**src/rtl/ysyx_25040109_mdu_if.sv**
```systemverilog
// Request/response handshake bundle for the ysyx_25040109_mdu multiply/divide unit.
// The master modport drives requests and consumes results; the slave modport is the unit side.
interface ysyx_25040109_mdu_if #(
  parameter int XLEN  = 32,
  parameter int TAG_W = 5
);
  logic             in_valid;
  logic             in_ready;
  logic [2:0]       in_op;
  logic [XLEN-1:0]  in_a;
  logic [XLEN-1:0]  in_b;
  logic [TAG_W-1:0] in_tag;
  logic             out_valid;
  logic             out_ready;
  logic [XLEN-1:0]  out_result;
  logic [TAG_W-1:0] out_tag;

  modport master (
    output in_valid, in_op, in_a, in_b, in_tag, out_ready,
    input  in_ready, out_valid, out_result, out_tag
  );

  modport slave (
    input  in_valid, in_op, in_a, in_b, in_tag, out_ready,
    output in_ready, out_valid, out_result, out_tag
  );
endinterface

```
**src/rtl/ysyx_25040109_mdu.sv**
```systemverilog
// Iterative RV M-extension unit: radix-2 shift-add multiplier and restoring divider on magnitudes.
// Optional macro YSYX_25040109_MDU_FASTZERO_EN short-circuits zero operands to a 1-cycle result.
module ysyx_25040109_mdu #(
  parameter int XLEN  = 32,
  parameter int TAG_W = 5
) (
  input  logic                clk,
  input  logic                rst,
  ysyx_25040109_mdu_if.slave  bus
);
  localparam int CW = $clog2(XLEN);
  localparam logic [CW-1:0]   CNT_MAX = CW'(XLEN - 1);
  localparam logic [XLEN-1:0] MIN_INT = {1'b1, {(XLEN-1){1'b0}}};

  typedef enum logic [1:0] {S_IDLE, S_MUL, S_DIV, S_DONE} state_t;

  state_t           state_q, state_d;
  logic [1:0]       op_q, op_d;
  logic             neg_q, neg_d;
  logic [XLEN-1:0]  hi_q, hi_d;
  logic [XLEN-1:0]  lo_q, lo_d;
  logic [XLEN-1:0]  opnd_q, opnd_d;
  logic [CW-1:0]    cnt_q, cnt_d;
  logic             in_ready_q, in_ready_d;
  logic             out_valid_q, out_valid_d;
  logic [XLEN-1:0]  result_q, result_d;
  logic [TAG_W-1:0] tag_q, tag_d;

  // Request decode: funct3 bit 2 selects divide, bit 1 selects remainder within divide.
  logic            is_div, is_rem, a_signed, b_signed, a_neg, b_neg;
  logic            b_zero, ovf, fast_zero, special;
  logic [XLEN-1:0] a_mag, b_mag, special_res;

  always_comb begin
    is_div   = bus.in_op[2];
    is_rem   = bus.in_op[1];
    a_signed = (bus.in_op == 3'd1) || (bus.in_op == 3'd2) ||
               (bus.in_op == 3'd4) || (bus.in_op == 3'd6);
    b_signed = (bus.in_op == 3'd1) || (bus.in_op == 3'd4) || (bus.in_op == 3'd6);
    a_neg    = a_signed & bus.in_a[XLEN-1];
    b_neg    = b_signed & bus.in_b[XLEN-1];
    a_mag    = a_neg ? -bus.in_a : bus.in_a;
    b_mag    = b_neg ? -bus.in_b : bus.in_b;
    b_zero   = (bus.in_b == '0);
    ovf      = is_div & ~bus.in_op[0] & (bus.in_a == MIN_INT) & (bus.in_b == '1);
`ifdef YSYX_25040109_MDU_FASTZERO_EN
    fast_zero = is_div ? ((bus.in_a == '0) & ~b_zero)
                       : ((bus.in_a == '0) | b_zero);
`else
    fast_zero = 1'b0;
`endif
    special     = (is_div & (b_zero | ovf)) | fast_zero;
    special_res = '0;
    if (is_div && b_zero) begin
      special_res = is_rem ? bus.in_a : '1;
    end else if (ovf) begin
      special_res = is_rem ? '0 : bus.in_a;
    end
  end

  // One multiply step: conditionally add multiplicand to the high half, then shift right.
  logic [XLEN:0]     mul_sum;
  logic [XLEN-1:0]   mul_hi_n, mul_lo_n, mul_res;
  logic [2*XLEN-1:0] prod, prod_fix;

  // One divide step: shift in the next dividend bit and subtract if the divisor fits.
  logic [XLEN:0]   div_shift;
  logic            div_ok;
  logic [XLEN-1:0] div_diff, div_rem_n, div_quo_n, div_raw, div_res;

  always_comb begin
    mul_sum  = {1'b0, hi_q} + {1'b0, (lo_q[0] ? opnd_q : '0)};
    mul_hi_n = mul_sum[XLEN:1];
    mul_lo_n = {mul_sum[0], lo_q[XLEN-1:1]};
    prod     = {mul_hi_n, mul_lo_n};
    prod_fix = neg_q ? -prod : prod;
    mul_res  = (op_q == 2'd0) ? prod_fix[XLEN-1:0] : prod_fix[2*XLEN-1:XLEN];

    div_shift = {hi_q, lo_q[XLEN-1]};
    div_ok    = (div_shift >= {1'b0, opnd_q});
    div_diff  = div_shift[XLEN-1:0] - opnd_q;
    div_rem_n = div_ok ? div_diff : div_shift[XLEN-1:0];
    div_quo_n = {lo_q[XLEN-2:0], div_ok};
    div_raw   = op_q[1] ? div_rem_n : div_quo_n;
    div_res   = neg_q ? -div_raw : div_raw;
  end

  always_comb begin
    state_d     = state_q;
    op_d        = op_q;
    neg_d       = neg_q;
    hi_d        = hi_q;
    lo_d        = lo_q;
    opnd_d      = opnd_q;
    cnt_d       = cnt_q;
    in_ready_d  = in_ready_q;
    out_valid_d = out_valid_q;
    result_d    = result_q;
    tag_d       = tag_q;
    case (state_q)
      S_IDLE: begin
        if (bus.in_valid && in_ready_q) begin
          op_d       = bus.in_op[1:0];
          tag_d      = bus.in_tag;
          in_ready_d = 1'b0;
          cnt_d      = CNT_MAX;
          hi_d       = '0;
          if (special) begin
            result_d    = special_res;
            out_valid_d = 1'b1;
            state_d     = S_DONE;
          end else if (is_div) begin
            neg_d   = is_rem ? a_neg : (a_neg ^ b_neg);
            lo_d    = a_mag;
            opnd_d  = b_mag;
            state_d = S_DIV;
          end else begin
            neg_d   = a_neg ^ b_neg;
            lo_d    = b_mag;
            opnd_d  = a_mag;
            state_d = S_MUL;
          end
        end
      end
      S_MUL: begin
        hi_d  = mul_hi_n;
        lo_d  = mul_lo_n;
        cnt_d = cnt_q - CW'(1);
        if (cnt_q == '0) begin
          result_d    = mul_res;
          out_valid_d = 1'b1;
          state_d     = S_DONE;
        end
      end
      S_DIV: begin
        hi_d  = div_rem_n;
        lo_d  = div_quo_n;
        cnt_d = cnt_q - CW'(1);
        if (cnt_q == '0) begin
          result_d    = div_res;
          out_valid_d = 1'b1;
          state_d     = S_DONE;
        end
      end
      S_DONE: begin
        if (bus.out_ready) begin
          out_valid_d = 1'b0;
          in_ready_d  = 1'b1;
          state_d     = S_IDLE;
        end
      end
      default: state_d = S_IDLE;
    endcase
  end

  always_ff @(posedge clk) begin
    if (rst) begin
      state_q     <= S_IDLE;
      op_q        <= '0;
      neg_q       <= 1'b0;
      hi_q        <= '0;
      lo_q        <= '0;
      opnd_q      <= '0;
      cnt_q       <= '0;
      in_ready_q  <= 1'b1;
      out_valid_q <= 1'b0;
      result_q    <= '0;
      tag_q       <= '0;
    end else begin
      state_q     <= state_d;
      op_q        <= op_d;
      neg_q       <= neg_d;
      hi_q        <= hi_d;
      lo_q        <= lo_d;
      opnd_q      <= opnd_d;
      cnt_q       <= cnt_d;
      in_ready_q  <= in_ready_d;
      out_valid_q <= out_valid_d;
      result_q    <= result_d;
      tag_q       <= tag_d;
    end
  end

  assign bus.in_ready   = in_ready_q;
  assign bus.out_valid  = out_valid_q;
  assign bus.out_result = result_q;
  assign bus.out_tag    = tag_q;
endmodule
```
**src/flat_wrapper.sv**
```systemverilog
// flat-port wrapper written by rule: the top's interface ports become plain ports
module ysyx_25040109_mdu_flat 
#(
  parameter int XLEN  = 32,
  parameter int TAG_W = 5
)
  (clk, rst, bus_in_valid, bus_in_op, bus_in_a, bus_in_b, bus_in_tag, bus_out_ready, bus_in_ready, bus_out_valid, bus_out_result, bus_out_tag);
  ysyx_25040109_mdu_if #(.XLEN(XLEN), .TAG_W(TAG_W)) bus_i ();
  input  logic clk;
  input  logic rst;
  input wire logic [$bits(bus_i.in_valid)-1:0] bus_in_valid;
  input wire logic [$bits(bus_i.in_op)-1:0] bus_in_op;
  input wire logic [$bits(bus_i.in_a)-1:0] bus_in_a;
  input wire logic [$bits(bus_i.in_b)-1:0] bus_in_b;
  input wire logic [$bits(bus_i.in_tag)-1:0] bus_in_tag;
  input wire logic [$bits(bus_i.out_ready)-1:0] bus_out_ready;
  output wire logic [$bits(bus_i.in_ready)-1:0] bus_in_ready;
  output wire logic [$bits(bus_i.out_valid)-1:0] bus_out_valid;
  output wire logic [$bits(bus_i.out_result)-1:0] bus_out_result;
  output wire logic [$bits(bus_i.out_tag)-1:0] bus_out_tag;
  assign bus_i.in_valid = bus_in_valid;
  assign bus_i.in_op = bus_in_op;
  assign bus_i.in_a = bus_in_a;
  assign bus_i.in_b = bus_in_b;
  assign bus_i.in_tag = bus_in_tag;
  assign bus_i.out_ready = bus_out_ready;
  assign bus_in_ready = bus_i.in_ready;
  assign bus_out_valid = bus_i.out_valid;
  assign bus_out_result = bus_i.out_result;
  assign bus_out_tag = bus_i.out_tag;
  ysyx_25040109_mdu #(.XLEN(XLEN), .TAG_W(TAG_W)) u_core (.clk(clk), .rst(rst), .bus(bus_i));
endmodule
```
**config.mk**
```make
export PLATFORM = sky130hd
export DESIGN_NAME = ysyx_25040109_mdu_flat
export DESIGN_NICKNAME = d
export VERILOG_FILES = /design/src/rtl/ysyx_25040109_mdu_if.sv /design/src/rtl/ysyx_25040109_mdu.sv /design/src/flat_wrapper.sv
export SDC_FILE = /design/constraint.sdc
export NUM_CORES = 1
export LEC_CHECK = 0
export BUFFER_PORTS_ARGS = -buffer_cell sky130_fd_sc_hd__buf_2
export CELL_PAD_IN_SITES_DETAIL_PLACEMENT = 1
export CELL_PAD_IN_SITES_GLOBAL_PLACEMENT = 2
export CORE_MARGIN = 2
export CORE_UTILIZATION = 28
export CTS_BUF_LIST = sky130_fd_sc_hd__clkbuf_4
export DETAILED_ROUTE_END_ITERATION = 10
export GPL_TIMING_DRIVEN = 0
export PLACE_DENSITY_LB_ADDON = 0.1
export SLEW_MARGIN = 5
export SYNTH_ARGS = -nofsm -noshare
export SYNTH_HDL_FRONTEND = slang
export SYNTH_SLANG_ARGS = --single-unit
```
**constraint.sdc**
```tcl
create_clock -name clk -period 4.85 [get_ports clk]
set_input_delay 0.2425 -clock clk [delete_from_list [all_inputs] [get_ports clk]]
set_output_delay 0.2425 -clock clk [all_outputs]
set_load 0.02 [all_outputs]
```
==> out/metrics.cfg, run 1 <==
[power]
seqPwrFrac = 0.173
peakVddDrop_uv = 222.2
clkPwrFrac = 0.081
powerDensity_mw_per_mm2 = 575.5
p_leak_nw = 7.709
sw_frac_of_total = 0.6046
combPwrFrac = 0.746
p_int_mw = 4.696
netSwitchingPower_mw = 7.179

[global_routing]
grt_pass1_wl_um = 153800
gr-total-overflow = 0
track_usage = 0.3408
antenna_found_initial = 5
grt_pass1_vias = 20840
grt_max_degree = 17

[sta]
setup_slack_ns = -0.2777
hold_viol = 0
tightest_slew_ns = 1.250
fin_skew_ns = 0.03480
relSlewSlack = 0.1633
whs_ns = 0.04222
setup-violations-final = 8
layout_worst_path_cycle_share = 1.057
slew_viol_final = 0
timing.fmax_mhz = 195.0
tns_ns = -1.151
finalCriticalPeriod_ns = 5.128
grt_setup_unrepaired = true

[routing]
drc = 0
vias = 21020
drt-initial-drc-count = 1756
drt-total-wl_um = 109200
viasPerCell = 6.118
ant_nets = 0
firstDrtPassIters = 5
avgRoutedWirePerCell_um = 31.78

[synth]
synth_cells = 2445
synth_edf_count = 0
avgSynthCellArea_sq_um = 6.936
synth_area_sq_mm = 0.01696
synth_nets = 2598
ys_ff_latch = 145
yosysWarnings = 0
ys_seq_area_frac = 0.1712
synth_flop_cell = dfxtp_1
synthArstFlopShare = 0
synth.distinct_cells = 102

[setup_path]
crit_family = compound AO/OA/AOI/OAI gates
cp.required_ns = 5.55
path_class = reg2reg
crit_chain = inv_2, ha_4, a211oi_2, o21bai_1, a221o_1, a221o_1, a21oi_4, buf_8, clkbuf_16, a21oi_4, a31oi_4, ha_4, nand2_2, a311o_1, a211o_1, buf_6, or2_4, nor4_4, nand2_1, or4_4, a41oi_2
max_stage_delay_ns = 0.52
slowest_stage = or4_4
reg2reg_depth = 21
path_depth = 21
crit_fanout = 5
worst_ep_arrival_time_ns = 5.82
cp-start-kind = register
cp.buffers_inverters = 4
cp-end-kind = register

[clocking]
clk_latency_ns = 0.78
h-tree-depth = 4
cts.sinks = 145
clock_path_buffers = 2
cts_made_buffers = 17
clkTransAtPathRegs_ns = 0.15
tritoncts = yes
cts_root_buffer = clkbuf_4

[run]
cap_violations = 0

[cells_and_area]
ff_latch_area_sq_mm = 0.003022
area_growth_syn_to_layout_pct = 21.69
drive_gt1_frac = 0.1827
final_nets = 2789
fill_cells = 7546
multiInputGateArea_sq_mm = 0.01404

[status]
violations = negative setup slack
outcome = complete, but fails checks

[die]
ios = 115
die_w_um = 250.1
die_area_sq_mm = 0.06255
rows = 90
core-area_sq_mm = 0.06013
start_util = 0.2820
die_h_um = 250.1

[min_path]
worstHoldPathCells = 5
worst_hold_path_type = in2reg

[placement]
dp_hpwl_um = 89110
gp_congestion = 0.9684
port_buffers = 113

==> layer usage <==
metal / wire [um] / up-vias / part of all wire / GRT usage
met2: 48940 / 814 / 0.45 / 0.5455
met1: 46970 / 10560 / 0.43 / 0.4464
met5: 19 / - / 0.00017 / 0
met3: 7293 / 216 / 0.067 / 0.04895
li1: - / 9428 / - / -
met4: 5964 / 4 / 0.055 / 0.1716
==> per-stage QoR <==
| step | power [mW] | setup WS [ns] | area [sq um] | utilization | std cells |
|---|---|---|---|---|---|
| 3_5_place_dp | 9.779 | -2.105 | 18570 | 0.3089 | 3341 |
| 4_1_cts | 11.33 | -0.5033 | 19900 | 0.3310 | 3417 |
| 6_report | 11.87 | -0.2777 | 20630 | 0.3432 | 3436 |
| 5_1_grt | 12.34 | -0.3568 | 20620 | 0.3430 | 3432 |
| 2_1_floorplan | 6.497 | -0.04541 | 17010 | - | 2445 |
| 3_3_place_gp | 9.704 | -2.119 | 18560 | 0.3086 | 3340 |
==> what timing repair did <==
action                                  4_1_cts  5_1_grt
pin swaps                                    31       41
endpoints found under the setup margin       44       25
buffers inserted                             38       24
resized for setup                           148      165
hold endpoints to repair                     17        0
hold buffers                                 15        0
==> flip-flops by register name (all words and copies together), names as in the netlist, 2 cells and up <==
name,cells
u_core.op_q,2
u_core.state_q,2
u_core.lo_q,32
u_core.bus.out_tag,5
u_core.hi_q,32
u_core.bus.out_result,32
u_core.cnt_q,5
u_core.opnd_q,32
==> worst paths after layout <==
check | slack, ns | startpoint | to
setup / recovery | -0.28 | u_core.opnd_q[26] | u_core.bus.out_result[30]
hold / removal | 0.04 | bus_in_b[17] | u_core.opnd_q[17]
setup reg to reg | -0.28 | u_core.opnd_q[26] | u_core.bus.out_result[30]
hold reg to reg | 0.47 | u_core.bus.out_tag[3] | u_core.bus.out_tag[3]
==> cells in the mapped netlist, types with 20 or more instances <==
| cell | number | area share |
|---|---|---|
| o21ai_0 | 172 | 0.051 |
| nor4_1 | 20 | 0.0074 |
| nor3_1 | 62 | 0.018 |
| a22oi_1 | 34 | 0.015 |
| nor2_1 | 317 | 0.070 |
| inv_1 | 75 | 0.017 |
| a211oi_1 | 73 | 0.032 |
| o211ai_1 | 43 | 0.019 |
| a311oi_1 | 23 | 0.012 |
| clkbuf_1 | 147 | 0.033 |
| nand2_1 | 219 | 0.048 |
| xnor2_1 | 85 | 0.044 |
| a31oi_1 | 26 | 0.0096 |
| o21a_1 | 22 | 0.0097 |
| nand3_1 | 37 | 0.011 |
| and3_1 | 20 | 0.0074 |
| mux2i_1 | 46 | 0.027 |
| o31ai_1 | 31 | 0.014 |
| nand4_1 | 25 | 0.0092 |
| a22o_1 | 24 | 0.012 |
| dfxtp_1 | 145 | 0.17 |
| or3_1 | 26 | 0.0096 |
| a21o_1 | 30 | 0.013 |
| a21oi_1 | 208 | 0.061 |
| and2_1 | 55 | 0.020 |
| xor2_1 | 68 | 0.035 |
| ha_1 | 75 | 0.055 |
==> placed cells by master, fill, tap and decap left out, drive strengths merged, types with 43 or more instances in the layout <==
cell type	synthesis	routed
inv	76	80
o21ai	184	184
clkbuf	148	155
a21oi	211	211
a211oi	75	75
nor3	65	65
nor2	317	317
dfxtp	145	145
xor2	68	68
ha	75	75
xnor2	85	85
buf	41	207
o211ai	43	43
and2	55	55
nand2	219	219
mux2i	47	47
==> tightest hold or removal path, stage by stage <==
cell	delay (ns)
buf_2	0.12
xnor2_1	0.17
a211oi_1	0.09
a21oi_1	0.11
nor2_1	0.04
==> layout make-up <==
class,count,share of cell area
well taps,782,0.04742
repair buffers,190,0.05809
multi-input cells,2034,0.6802
clock buffers,17,0.006185
inverters,77,0.01419
plain buffers,171,0.03808
diodes,5,0.0006064
flip-flops and latches,145,0.1464
clock inverters,15,0.008792
==> power by group through the flow <==
stage / combinational [mW] / clock (mW) / sequential (mW)
3_3_place_gp: 7.70 / 0 / 2.00
4_1_cts: 8.36 / 0.969 / 2.01
6_report: 8.86 / 0.956 / 2.06
5_1_grt: 9.26 / 1.01 / 2.07
3_5_place_dp: 7.78 / 0 / 2.00
2_1_floorplan: 4.61 / 0 / 1.89
==> cell families after synthesis <==
family / synth area share
simple gates: 0.2501
fa+ha+maj: 0.05770
flops: 0.1712
buf+inv: 0.06183
xor+xnor: 0.07902
compound gates: 0.3444
mux: 0.03578
No activity file was read; power rests on OpenSTA's default activity.
==> run 2: changes to the inputs <==
--- a/config.mk
+++ b/config.mk
@@ -13,7 +13,7 @@
 export CTS_BUF_LIST = sky130_fd_sc_hd__clkbuf_4
 export DETAILED_ROUTE_END_ITERATION = 10
 export GPL_TIMING_DRIVEN = 0
-export PLACE_DENSITY_LB_ADDON = 0.1
+export PLACE_DENSITY = 0.74
 export SLEW_MARGIN = 5
 export SYNTH_ARGS = -nofsm -noshare
 export SYNTH_HDL_FRONTEND = slang
==> run 2 against run 1 <==
The flow still finishes with violations (negative setup slack). Global-route usage decreased by 1.2 points. Combinational power increased by 2%. Clock skew increased by 0.034 ns. Critical endpoint is now u_core.bus.out_result[26]. Highest routed layer is now met4.
==> out/metrics.cfg, run 2 (synthesized netlist as in run 1, its figures left out) <==
[setup_path]
crit_fanout = 4
reg2reg_from = u_core.opnd_q[26]
path_class = reg2reg
cp-end-kind = register
cp-start-kind = register
reg2reg_depth = 20
r2r_end = u_core.bus.out_result[26]
cp.required_ns = 5.53
worst_ep_arrival_time_ns = 5.82
reg2reg_slack_ns = -0.29

[die]
die_h_um = 250.1
rows = 90
die_area_sq_mm = 0.06255
ios = 115
core-area_sq_mm = 0.06013
start_util = 0.2820
die_w_um = 250.1

[min_path]
min_from = bus_in_a[30]
min_to = u_core.opnd_q[30]
worst_hold_path_type = in2reg
worstHoldPathCells = 6

[run]
cap_violations = 0

[placement]
placed_cells = 3341
gp_congestion = 0.9703
pre_cts_slack_ns = -2.251
dp_hpwl_um = 85770
port_buffers = 113

[cells_and_area]
final_common_cell = nor2_1
area_growth_syn_to_layout_pct = 23.03
drive_gt1_frac = 0.1866
instances_no_fill = 3465
final_nets = 2819
final_cell_mix = nor2_1, nand2_1, a21oi_1
fill_cells = 7500

[global_routing]
grt_pass1_vias = 21020
antenna_found_initial = 5
gr-usage-met3 = 0.04988
gr-total-overflow = 0
grt_pass1_wl_um = 149600
track_usage = 0.3288
grt_max_degree = 18
grt_busiest_layer = met2
grt.met1_usage = 0.4259
use_met2 = 0.5344

[sta]
relSlewSlack = 0.2083
hold_viol = 0
tightest_slew_ns = 1.187
layout_worst_path_cycle_share = 1.059
finalCriticalPeriod_ns = 5.137
setup-violations-final = 9
grt_setup_unrepaired = true
fin_skew_ns = 0.06836
setup_slack_ns = -0.2875
timing.fmax_mhz = 194.6
slew_viol_final = 0

[routing]
vias = 21450
drt-initial-drc-count = 1946
avgRoutedWirePerCell_um = 30.81
drt-total-wl_um = 106800
firstDrtPassIters = 5
viasPerCell = 6.190
drc = 0
ant_nets = 0

[clocking]
clock_path_buffers = 2
cts.sinks = 145
clkTransAtPathRegs_ns = 0.16
tritoncts = yes
cts_made_buffers = 17
clk_latency_ns = 0.82
h-tree-depth = 4
cts_root_buffer = clkbuf_4

[power]
powerDensity_mw_per_mm2 = 571.4
p_leak_nw = 7.873
peakVddDrop_uv = 244.4

[status]
outcome = complete, but fails checks
violations = negative setup slack

-- run 2: area by class of cell --
| class | count | area [sq um] | share of cell area |
|---|---|---|---|
| Antenna cell | 4 | 10.01 | 0.0004798 |
| Buffer | 172 | 814.5 | 0.03904 |
| Clock buffer | 17 | 127.6 | 0.006117 |
| Clock inverter | 15 | 157.7 | 0.007557 |
| Inverter | 77 | 291.5 | 0.01397 |
| Multi-Input combinational cell | 2034 | 14010 | 0.6715 |
| Sequential cell | 145 | 3019 | 0.1447 |
| Tap cell | 782 | 978.4 | 0.04690 |
| Timing Repair Buffer | 219 | 1454 | 0.06969 |
-- run 2: per-stage QoR --
stage	hold slack (ns)	area [sq um]	util	setup TNS [ns]	total power [mW]
6_report	0.06218	20860	0.3469	-1.768	11.92
5_1_grt	0.07814	20860	0.3469	-2.481	12.34
4_1_cts	0.005333	20040	0.3333	-2.628	11.24
3_5_place_dp	0.4516	18570	0.3089	-39.41	9.729
3_3_place_gp	0.4456	18560	0.3086	-36.28	9.648
2_1_floorplan	0.3785	17010	-	-0.04541	6.497
-- run 2: timing repair --
item | CTS | global route
buffers inserted | 38 | 45
hold endpoints to repair | 25 | 0
hold buffers | 22 | 0
resized for setup | 175 | 140
endpoints found under the setup margin | 40 | 32
pin swaps | 39 | 35
-- run 2: worst max path at each step --
stage,cells past startpoint,start,endpoint
after floorplan,24,u_core.opnd_q[26],u_core.bus.out_result[26]
after global placement,17,u_core.op_q[1],u_core.bus.out_result[24]
after detailed placement,17,u_core.op_q[1],u_core.bus.out_result[24]
after CTS,23,u_core.opnd_q[26],u_core.bus.out_result[26]
after global routing,24,u_core.opnd_q[4],u_core.bus.out_result[26]
final,20,u_core.opnd_q[26],u_core.bus.out_result[26]
-- run 2: layer usage --
| layer | wire length, um | up-vias | share of wire |
|---|---|---|---|
| met4 | 5264 | 0 | 0.049 |
| met3 | 7453 | 213 | 0.070 |
| met2 | 48840 | 891 | 0.46 |
| met1 | 45200 | 10860 | 0.42 |
| li1 | - | 9479 | - |
| met5 | 0 | - | 0 |
-- run 2: worst max-delay path: stages, from the launching register on --
cell	delay (ns)
dfxtp_4	0.45
inv_4	0.05
ha_4	0.24
a211oi_2	0.26
o21bai_2	0.12
a221o_1	0.38
a221o_1	0.42
a21oi_4	0.18
buf_8	0.15
clkbuf_16	0.15
a21oi_4	0.04
a31oi_4	0.25
ha_4	0.23
nand2_2	0.05
a311o_1	0.31
a211o_1	0.30
or4_4	0.62
o41ai_4	0.25
xor2_1	0.13
a221oi_2	0.36
nor3_2	0.06
-- run 2: where the power goes --
part | leakage, nW | internal [mW] | total [mW] | switching (mW)
combinational | 6.50 | 2.87 | 9.00 | 6.13
sequential | 1.21 | 1.54 | 2.03 | 0.489
clock | 0.159 | 0.239 | 0.890 | 0.651
